## src/rtl/bw_multiplier_seq.sv

```systemverilog
// -----------------------------------------------------------------------------
// bw_multiplier_seq
//
// Iterative Baugh-Wooley multiplier. It accumulates one partial-product row per
// clock into a 2*numBit accumulator. It supports a per-operation signed or
// unsigned mode.
//
// Handshakes (valid/ready): a transfer happens on a rising edge where valid and
// ready are both 1. The producer holds its data stable while valid=1 and ready=0.
// The input side is ready only in IDLE. The output side holds o_out and
// out_valid_out stable until the consumer raises out_ready_in.
//
// Ports:
//   clk           - clock; all state updates on the rising edge
//   rst           - synchronous active-high reset
//   in_valid_in   - m_in/n_in/signed_in valid this cycle
//   in_ready_out  - block can accept an operation (IDLE only)
//   m_in, n_in    - multiplicand / multiplier, numBit bits each
//   signed_in     - 1 = two's-complement operands, 0 = unsigned
//   o_out         - 2*numBit-bit product, valid while out_valid_out = 1
//   out_valid_out - result available
//   out_ready_in  - consumer accepts the result
// -----------------------------------------------------------------------------
module bw_multiplier_seq #(
    parameter int numBit = 4
) (
    input  logic                  clk,
    input  logic                  rst,
    input  logic                  in_valid_in,
    output logic                  in_ready_out,
    input  logic [numBit-1:0]     m_in,
    input  logic [numBit-1:0]     n_in,
    input  logic                  signed_in,
    output logic [2*numBit-1:0]   o_out,
    output logic                  out_valid_out,
    input  logic                  out_ready_in
);

    localparam int PW = 2 * numBit;
    localparam int CW = (numBit > 1) ? $clog2(numBit) : 1;

    // Baugh-Wooley correction constant: 2^numBit + 2^(2*numBit-1).
    localparam logic [PW-1:0] BW_INIT = (PW'(1) << numBit) | (PW'(1) << (PW - 1));

    typedef enum logic [1:0] {
        IDLE = 2'd0,
        RUN  = 2'd1,
        DONE = 2'd2
    } state_t;

    state_t              r_state;
    state_t              w_next;

    logic [numBit-1:0]   r_m;
    logic [numBit-1:0]   r_n;
    logic                r_signed;
    logic [PW-1:0]       r_acc;
    logic [CW-1:0]       r_cnt;
    logic [PW-1:0]       r_out;
    logic                r_valid;

    logic                w_last;
    logic [numBit-1:0]   w_row_bits;
    logic [PW-1:0]       w_row;
    logic [PW-1:0]       w_sum;

    assign in_ready_out  = (r_state == IDLE);
    assign o_out         = r_out;
    assign out_valid_out = r_valid;

    assign w_last = (r_cnt == CW'(numBit - 1));

    // Row i = m & n[i]. In signed mode, a bit is inverted when exactly one of
    // its two source bits is a sign bit. The MSB*MSB term keeps its polarity.
    always_comb begin
        w_row_bits = '0;
        for (int j = 0; j < numBit; j++) begin
            w_row_bits[j] = (r_m[j] & r_n[r_cnt])
                          ^ (r_signed & (w_last ^ (j == numBit - 1)));
        end
    end

    assign w_row = {{numBit{1'b0}}, w_row_bits} << r_cnt;
    assign w_sum = r_acc + w_row;

    // State register
    always_ff @(posedge clk) begin
        if (rst) begin
            r_state <= IDLE;
        end else begin
            r_state <= w_next;
        end
    end

    // Next-state logic
    always_comb begin
        w_next = r_state;
        case (r_state)
            IDLE:    if (in_valid_in)  w_next = RUN;
            RUN:     if (w_last)       w_next = DONE;
            DONE:    if (out_ready_in) w_next = IDLE;
            default: w_next = IDLE;
        endcase
    end

    // Datapath
    always_ff @(posedge clk) begin
        if (rst) begin
            r_m      <= '0;
            r_n      <= '0;
            r_signed <= 1'b0;
            r_acc    <= '0;
            r_cnt    <= '0;
            r_out    <= '0;
            r_valid  <= 1'b0;
        end else begin
            case (r_state)
                IDLE: begin
                    if (in_valid_in) begin
                        r_m      <= m_in;
                        r_n      <= n_in;
                        r_signed <= signed_in;
                        r_cnt    <= '0;
                        r_acc    <= signed_in ? BW_INIT : '0;
                    end
                end
                RUN: begin
                    r_acc <= w_sum;
                    r_cnt <= r_cnt + CW'(1);
                    if (w_last) begin
                        r_out   <= w_sum;
                        r_valid <= 1'b1;
                    end
                end
                DONE: begin
                    if (out_ready_in) begin
                        r_valid <= 1'b0;
                    end
                end
                default: begin
                    r_valid <= 1'b0;
                end
            endcase
        end
    end

endmodule

```

## config.mk

```make
export PLATFORM = sky130hd
export DESIGN_NAME = bw_multiplier_seq
export DESIGN_NICKNAME = d
export VERILOG_FILES = /design/src/rtl/bw_multiplier_seq.sv
export SDC_FILE = /design/constraint.sdc
export NUM_CORES = 1
export LEC_CHECK = 0
export BUFFER_PORTS_ARGS = -buffer_cell sky130_fd_sc_hd__clkbuf_2
export CORE_MARGIN = 2
export CORE_UTILIZATION = 45
export DETAILED_ROUTE_END_ITERATION = 8
export PLACE_DENSITY = 0.75
export SLEW_MARGIN = 20
export SYNTH_ARGS = -nofsm -noshare
export SYNTH_HDL_FRONTEND = slang
export SYNTH_SLANG_ARGS = --single-unit
```

## constraint.sdc

```tcl
create_clock -name clk -period 2.8 [get_ports clk]
set_clock_uncertainty 0.2 [all_clocks]
set_input_delay 0.28 -clock clk [delete_from_list [all_inputs] [get_ports clk]]
set_output_delay 0.28 -clock clk [all_outputs]
set_load 0.03 [all_outputs]
```

# After elaboration in Yosys (flattened, before gate mapping)
# Index checks and enable logic that the tools add are counted.
# W data, S select, Z words.
# totals
regBits	30
inputBits	13
output_inout_bits	10
wordCells	51
# op_classes
addsub	2
order_cmp	1
eq_ne	6
n_shift	1
muxes	14
bitwise_logic	12
n_reduce_logical	7
# op_table
cell	n
$mux W8	2
$pmux W8 S2	1
$add A8 B8 Y8	1
$mux W2	4
$shl A4 B2 Y8	1
$and A1 B1 Y1	6
$ne A2 B2 Y1 const B	3
$pmux W2 S3	1
$reduce_and A2 Y1	3
$reduce_and A3 Y1	2
$eq A2 B2 Y1 const B	2
$pmux W2 S2	1
$xor A1 B1 Y1	4
$lt A2 B3 Y1 const B	1
$mux W1	3
$pmux W1 S3	1
$add A2 B1 Y2 const B	1
$bmux W1 S2	1
$eq A2 B1 Y1 const B	1
$logic_not A2 Y1	1
$not A1 Y1	2
$reduce_bool A2 Y1	1

# Logic depth before layout (Yosys ltp)
# Gate-level depths: netlist (run 1).
# depth
word_depth	7
depth_mapped	11
depth_no_buf	10

# Worst setup path before layout (run 1)
# No wires, ideal clock.
# synth_timing
path_kind	register to register
startpoint	reg r_cnt[1]
endpoint	reg r_out[6] (netlist: o_out[6])
setup_ns	0.087
t_arrival_ns	2.659
t_required_ns	2.513
slack_ns	-0.146
stages_incl_launch_ff	12
n_path_buf	1
synth_period_minus_slack_ns	2.946
cell_sequence	dfxtp_1 ha_1 clkbuf_1 nand2_1 xnor2_1 nor3_1 ha_1 fa_1 a211o_1 a2111oi_2 nor3b_1 o31ai_1
# synth_between
elab_chain_len	6
elab_cells_between_ends	17
cone_classes	1 x add/sub; 1 x eq/ne; 1 x shift; 2 x mux; 11 x bitwise; 1 x reduce/logical
# synth_lines
item	line	rtl
from (decl)	58	logic [CW-1:0] r_cnt;
from (signal assigned)	129	r_cnt <= r_cnt + CW'(1);
$bmux W1 S2 or $eq A2 B2 Y1 (tied branches)	78, 71	
$mux W1 (not written as such) or $not A1 Y1 (tied branches)	n/a	
$and A1 B1 Y1, on equally long branches	78, 79	
$xor A1 B1 Y1	79	^ (r_signed & (w_last ^ (j == numBit - 1)));
$shl A4 B2 Y8	83	assign w_row = {{numBit{1'b0}}, w_row_bits} << r_cnt;
$add A8 B8 Y8	84	assign w_sum = r_acc + w_row;
to (signal assigned)	131	r_out <= w_sum;
to (decl)	59	logic [PW-1:0] r_out;
# Parallel ways exist; a longest one is shown, timed or not. The select of a mux whose other input is x is not followed.
# A chain may end at the register's enable or synchronous reset.

# Final worst setup path (run 1)
# layout_timing
startpoint	reg r_cnt[1]
endpoint	reg r_acc[7]
# layout_between
elab_chain_len	7
elab_cells_between_ends	17
cone_classes	1 x add/sub; 1 x eq/ne; 1 x shift; 3 x mux; 11 x bitwise
# layout_lines
item	line	rtl
$bmux W1 S2 or $eq A2 B2 Y1 (tied branches)	78, 71	
$mux W1 (not written as such) or $not A1 Y1 (tied branches)	n/a	
$and A1 B1 Y1, on equally long branches	78, 79	
$xor A1 B1 Y1	79	
$shl A4 B2 Y8 (*)	83	
$add A8 B8 Y8 (*)	84	
$pmux W8 S2 (*)	117	case (r_state)
to (signal assigned)	124	r_acc <= signed_in ? BW_INIT : '0;
to (signal assigned)	128	r_acc <= w_sum;
to (decl)	57	logic [PW-1:0] r_acc;
# Every way passes the cells marked *; elsewhere a longest branch is shown, timed or not. The select of a mux whose other input is x is not followed.

==> results.toml, run 1 <==
[yosys]
ys_warn_count = 0
synthFlopType = "dfxtp_1"
yosysTopAreaCellShare = 0.349
synthArstFlopShare = 0
synth_edf_count = 0
synth_cells = 218
ys_types = 42
ys_seq_area_frac = 0.349
postSynthAreaPerCell_um2 = 7.89
synth_top_area_cell = "dfxtp_1"
ys_ff_latch = 30
synth_fp_nets = 240
ys_top_cells_by_area = "dfxtp_1 (35%), nand2_1 (8.3%), a21oi_1 (7.3%)"
mappedNetlistArea_um2 = 1720

[placement]
post-place-cells = 298
dp_slack_ns = -0.195
dp_hpwl_um = 2830
io_buffer_count = 22
routabilityCongestion = 0.871

[detailed_routing]
dr.pass1.iters = 4
route.detailed.drc = 0
ant_nets = 0
drt-total-wl_um = 4770
drt-initial-drc-count = 76
dr_total_vias = 1775
via_per_inst = 5.69
wl_per_cell_um = 15.3

[layout]
instances_no_fill = 312
final_nets = 285
register_area_um2 = 606
area_delta_synth_final_pct = 39.6
final_layout_size_suffix_gt1_frac = 0.337
fill_cells = 275
final_cell_mix = "nand2_1 (37), dfxtp_1 (28), buf_4 (25)"
final_common_cell = "nand2_1"
num_antenna_cells = 0
multi_input_area_um2 = 1280

[grt]
grt_max_degree = 37
gr-total-overflow = 0
grt_pass1_wl_um = 7600
antenna_found_initial = 0
grtUsageTotal = 0.224
grt_pass1_vias = 1696

[worst_setup_path]
reg2reg_from = "r_cnt[1]"
critPathCaptureType = "flop"
cp.required_ns = 2.83
crit_fanout = 4
arrival_ns = 2.92
reg2regPathDepth = 12
worstSetupPathType = "flop to flop"
start_kind = "flop"
startpoint = "r_cnt[1]"

[die]
core_um2 = 3660
dieWidth_um = 65.8
dieArea_um2 = 4330
rows = 22
ios = 23
initial_core_util = 0.470
die_y_um = 65.8

[sta]
worst_slack_ns = -0.0906
slew_headroom = 0.565
worst_slew_pin_slew_ns = 0.652
holdWs_ns = -0.00425
slew_viol_final = 0
fmax_mhz = 346
rsz0062_at_grt = "true"
setup_violations = 4
finalHoldViolCount = 3
fin_crit_sh = 1.03
fin_crit_ns = 2.89

[min_path]
hold_start = "n_in[1]"
hp-class = "input pin to flop"
hold_depth = 3

[clock_tree]
clock_latency_ns = 0.30
path_clk_slew_ns = 0.07
max-clock-path-buffers = 2
cts_tree = "done"
hold_buffers = 0
cts_sinks = 30
cts_root_buf = "clkbuf_8"
htree_levels = 2
numCtsBuffers = 5

[pwr]
power.density_nw_per_um2 = 405
switchingPower_w = 0.000273
p_sw_frac = 0.281
vdd_ir_drop_max_v = 0.000304
pwr-share-clk = 0.388
p_leak_nw = 0.967
internal_power_w = 0.000700
seq_power_share = 0.467
p_comb_frac = 0.145

[outcome]
violations = "hold timing, setup timing"
status = "complete, but fails checks"

[flow_run]
maxCapViolations = 0
sequential cells by signal, indices dropped and copies added (netlist names):
name	cells
o_out	8
out_valid_out	1
r_acc	8
r_cnt	2
r_m	4
r_n	4
r_signed	1
r_state	2
layout make-up:
cell class | count | share of cell area
clock buffers | 6 | 0.0344
clock inverters | 2 | 0.00521
inverters | 4 | 0.00626
multi-input cells | 171 | 0.534
flip-flops and latches | 30 | 0.252
well taps | 48 | 0.0250
repair buffers | 51 | 0.143
through the flow:
step	utilization	cell area (µm²)	total power (W)	TNS, ns
2_1_floorplan	-	1720	0.000535	0
3_3_place_gp	0.550	2010	0.000576	-0.488
3_5_place_dp	0.550	2010	0.000577	-0.580
4_1_cts	0.616	2260	0.000959	-0.217
5_1_grt	0.656	2400	0.00102	-1.01
6_report	0.656	2400	0.000973	-0.327
path summary, 6_finish.rpt:
kind                                 end  slack (ns)
worst min-delay path              r_n[1]      -0.004
worst max-delay path            r_acc[7]       -0.09
worst max register to register  r_acc[7]       -0.09
worst min register to register  o_out[1]        0.25
kinds of logic (layout without fill, tap and decap cells):
| kind of cell | after synthesis | in the layout | share of synthesized area |
|---|---|---|---|
| buf+inv | 17 | 63 | 0.0393 |
| xor+xnor | 7 | 7 | 0.0357 |
| fa+ha+maj | 9 | 9 | 0.0699 |
| simple gates | 96 | 96 | 0.272 |
| flops | 30 | 30 | 0.349 |
| mux | 3 | 3 | 0.0189 |
| compound gates | 56 | 56 | 0.215 |
power groups by stage:
stage / sequential, W / combinational (W) / clock [W]
global placement: 0.000461 / 0.000114 / 0
CTS: 0.000453 / 0.000129 / 0.000377
detailed placement: 0.000462 / 0.000115 / 0
finish: 0.000455 / 0.000141 / 0.000377
floorplan: 0.000458 / 0.0000764 / 0
global route: 0.000456 / 0.000154 / 0.000405
cell usage after synthesis (3+ instances only):
| library cell | instances |
|---|---|
| a21oi_1 | 25 |
| nand3_1 | 11 |
| inv_1 | 4 |
| nand2b_1 | 5 |
| nor3_1 | 6 |
| nand3b_1 | 4 |
| nor2_1 | 14 |
| ha_1 | 8 |
| o21ai_0 | 5 |
| buf_2 | 3 |
| xnor2_1 | 6 |
| dfxtp_1 | 30 |
| nor3b_1 | 3 |
| clkbuf_1 | 10 |
| a211oi_1 | 3 |
| nor2b_1 | 5 |
| nand2_1 | 38 |
per-layer routing:
metal	share of wire	track usage	up-vias
li1	-	-	870
met1	0.43	0.289	839
met2	0.50	0.371	50
met3	0.041	0.0511	16
met4	0.025	0.0703	0
met5	0	0	-
timing repair:
item | CTS | global route
setup buffers | 6 | 1
endpoints found under the setup margin | 10 | 10
gates cloned | 0 | 0
resized for setup | 22 | 24
pin swaps | 18 | 14
critical path, stage by stage, from the launching register on:
cell,delay (ns)
dfxtp_4,0.36
buf_4,0.14
ha_4,0.17
nand2b_1,0.17
and3_1,0.20
o21ai_1,0.21
o221ai_4,0.15
ha_4,0.21
buf_4,0.14
a21oi_1,0.15
o21ai_1,0.11
or4_1,0.52
nand3_1,0.09
No activity file was read; power rests on OpenSTA's default activity.
==> run 2, diff against run 1 <==
--- a/config.mk
+++ b/config.mk
@@ -5,6 +5,7 @@
 export SDC_FILE = /design/constraint.sdc
 export NUM_CORES = 1
 export LEC_CHECK = 0
+export ABC_AREA = 1
 export BUFFER_PORTS_ARGS = -buffer_cell sky130_fd_sc_hd__clkbuf_2
 export CORE_MARGIN = 2
 export CORE_UTILIZATION = 45
==> run 2 against run 1 <==
Net effect: the flow now finishes without violations; cell count is 0.32% higher; critical path type unchanged; sequential share of layout area rose by 6.0 points; synthesized cell count rose by 11%.
==> results.toml, run 2 <==
[pwr]
p_comb_frac = 0.172
pwr-share-clk = 0.338
p_leak_nw = 0.956
p_sw_frac = 0.288
power_w = 0.000943
seq_power_share = 0.490
vdd_ir_drop_max_v = 0.000335
power.density_nw_per_um2 = 490
switchingPower_w = 0.000271
internal_power_w = 0.000672

[sta]
finalHoldViolCount = 0
setup_violations = 0
fin_crit_sh = 0.903
fin_crit_ns = 2.53
slew_viol_final = 0
worst_slew_pin_slew_ns = 0.434
fmax_mhz = 396
holdWs_ns = 0.0560
worst_slack_ns = 0.273
fin_tns_setup_ns = 0
rsz0062_at_grt = "false"
slew_headroom = 0.710

[yosys]
yosys-top-cells-count = "nand2_1 (67), dfxtp_1 (30), nor2_1 (24), nand3_1 (23), inv_1 (22)"
synthArstFlopShare = 0
synth_fp_nets = 263
yosysTopAreaCellShare = 0.355
synth.most_common_cell = "nand2_1"
synth_top_area_cell = "dfxtp_1"
ys_top_cells_by_area = "dfxtp_1 (35%), nand2_1 (15%), nand3_1 (6.8%)"
mappedNetlistArea_um2 = 1690
ys_seq_area_frac = 0.355
synth_cells = 241
ys_ff_latch = 30
ys_warn_count = 0
postSynthAreaPerCell_um2 = 7.03
ys_types = 32
synth_edf_count = 0
synthFlopType = "dfxtp_1"

[grt]
grt_pass1_wl_um = 5910
antenna_found_initial = 0
grt_pass1_vias = 1407
grt_max_degree = 18
grtUsageTotal = 0.178
gr-total-overflow = 0

[clock_tree]
post-cts-setup-buffer-count = 0
max-clock-path-buffers = 2
numCtsBuffers = 5
cts_root_buf = "clkbuf_8"
cts_sinks = 30
cts_resized = 0
clock_latency_ns = 0.28
htree_levels = 2
hold_buffers = 0
path_clk_slew_ns = 0.06
cts_tree = "done"

[placement]
io_buffer_count = 22
routabilityCongestion = 0.832
dp_slack_ns = 0.162
dp_hpwl_um = 2560

[layout]
final_util = 0.530
num_antenna_cells = 0
final_nets = 287
fill_cells = 380
final_cell_mix = "nand2_1 (67), dfxtp_1 (29), nor2_1 (24)"
final_layout_size_suffix_gt1_frac = 0.181
final_common_cell = "nand2_1"
area_delta_synth_final_pct = 13.7

[die]
dieArea_um2 = 4270
core_um2 = 3630
die_y_um = 65.4
dieWidth_um = 65.4
ios = 23
initial_core_util = 0.466
rows = 22

[worst_setup_path]
critPathCaptureType = "flop"
worst_path_most_repeated_cell = "nand2_1"
cp_cell_sequence = "inv_1 -> nand3_4 -> nand3_1 -> nand2_1 -> nand2_1 -> nand2_1 -> nor2_1 -> ha_1 -> fa_1 -> nand3_1 -> nand3_1 -> nand2_1 -> nand2_1 -> nand2_1 -> nand2_1 -> a21o_1 -> inv_1"
crit_fanout = 8
cp.required_ns = 2.83
cp_top_family = "simple AND/OR/NAND/NOR gates"
start_kind = "flop"
cp_slowest_cell = "fa_1"
slowest_delay_ns = 0.40
worstSetupPathType = "flop to flop"
arrival_ns = 2.56
crit_buf_inv = 2

[detailed_routing]
dr.pass1.iters = 4
drt-total-wl_um = 3330
ant_nets = 0
route.detailed.drc = 0
drt-initial-drc-count = 54
dr_total_vias = 1545
via_per_inst = 4.94
wl_per_cell_um = 10.6

[outcome]
status = "completed"

[min_path]
hp-class = "input pin to flop"

[flow_run]
maxCapViolations = 0
-- run 2: cell count changes after synthesis, sizes merged, moves of 6 or more --
cell    change
a21oi       -8
nor2       +13
nand3      +14
clkbuf      -7
nand2      +31
inv        +23
o21ai       +9
nor3        -6
-- run 2: cells by family after synthesis --
logic type / synth area share
adder cells (fa/ha/maj): 0.0709
XOR/XNOR: 0.0155
AO/OA/AOI/OAI: 0.126
buffers and inverters: 0.0879
flip-flops: 0.355
AND/OR/NAND/NOR: 0.345
-- run 2: through the flow --
stage | std cells | area, µm²
after floorplan | 241 | 1690
after global placement | 306 | 1840
after detailed placement | 306 | 1840
after CTS | 313 | 1920
after global routing | 313 | 1930
final | 313 | 1930
-- run 2: worst paths after layout --
check             startpoint  endpoint  slack, ns  depth (start not counted)
hold reg to reg     o_out[1]  o_out[1]       0.27                          2
setup / recovery    r_cnt[1]  o_out[6]       0.27                         17
setup reg to reg    r_cnt[1]  o_out[6]       0.27                         17
hold / removal       n_in[3]    r_n[3]       0.06                          3
-- run 2: layout make-up --
type | count | area, µm² | area share
clock buffer | 5 | 68.8 | 0.0357
clock inverter | 2 | 10.0 | 0.00520
inverter | 27 | 109 | 0.0565
multi-input combinational | 177 | 951 | 0.494
sequential | 30 | 602 | 0.313
tap | 48 | 60.1 | 0.0312
timing repair buffer | 24 | 125 | 0.0650
-- run 2: power by group through the flow --
stage	clock network (W)	logic [W]	registers [W]
global placement	0	0.000162	0.000470
floorplan	0	0.000132	0.000466
finish	0.000319	0.000162	0.000462
global route	0.000346	0.000186	0.000465
CTS	0.000328	0.000162	0.000462
detailed placement	0	0.000161	0.000471
-- run 2: layer usage --
| layer | share of wire | GRT usage |
|---|---|---|
| met5 | 0 | 0 |
| met4 | 0.024 | 0.0807 |
| met3 | 0.041 | 0.0411 |
| met2 | 0.43 | 0.277 |
| met1 | 0.51 | 0.235 |
-- run 2: tightest hold or removal path, stage by stage --
cell and delay, ns:
clkbuf_2 0.07, o21ai_0 0.07, nor2_1 0.07
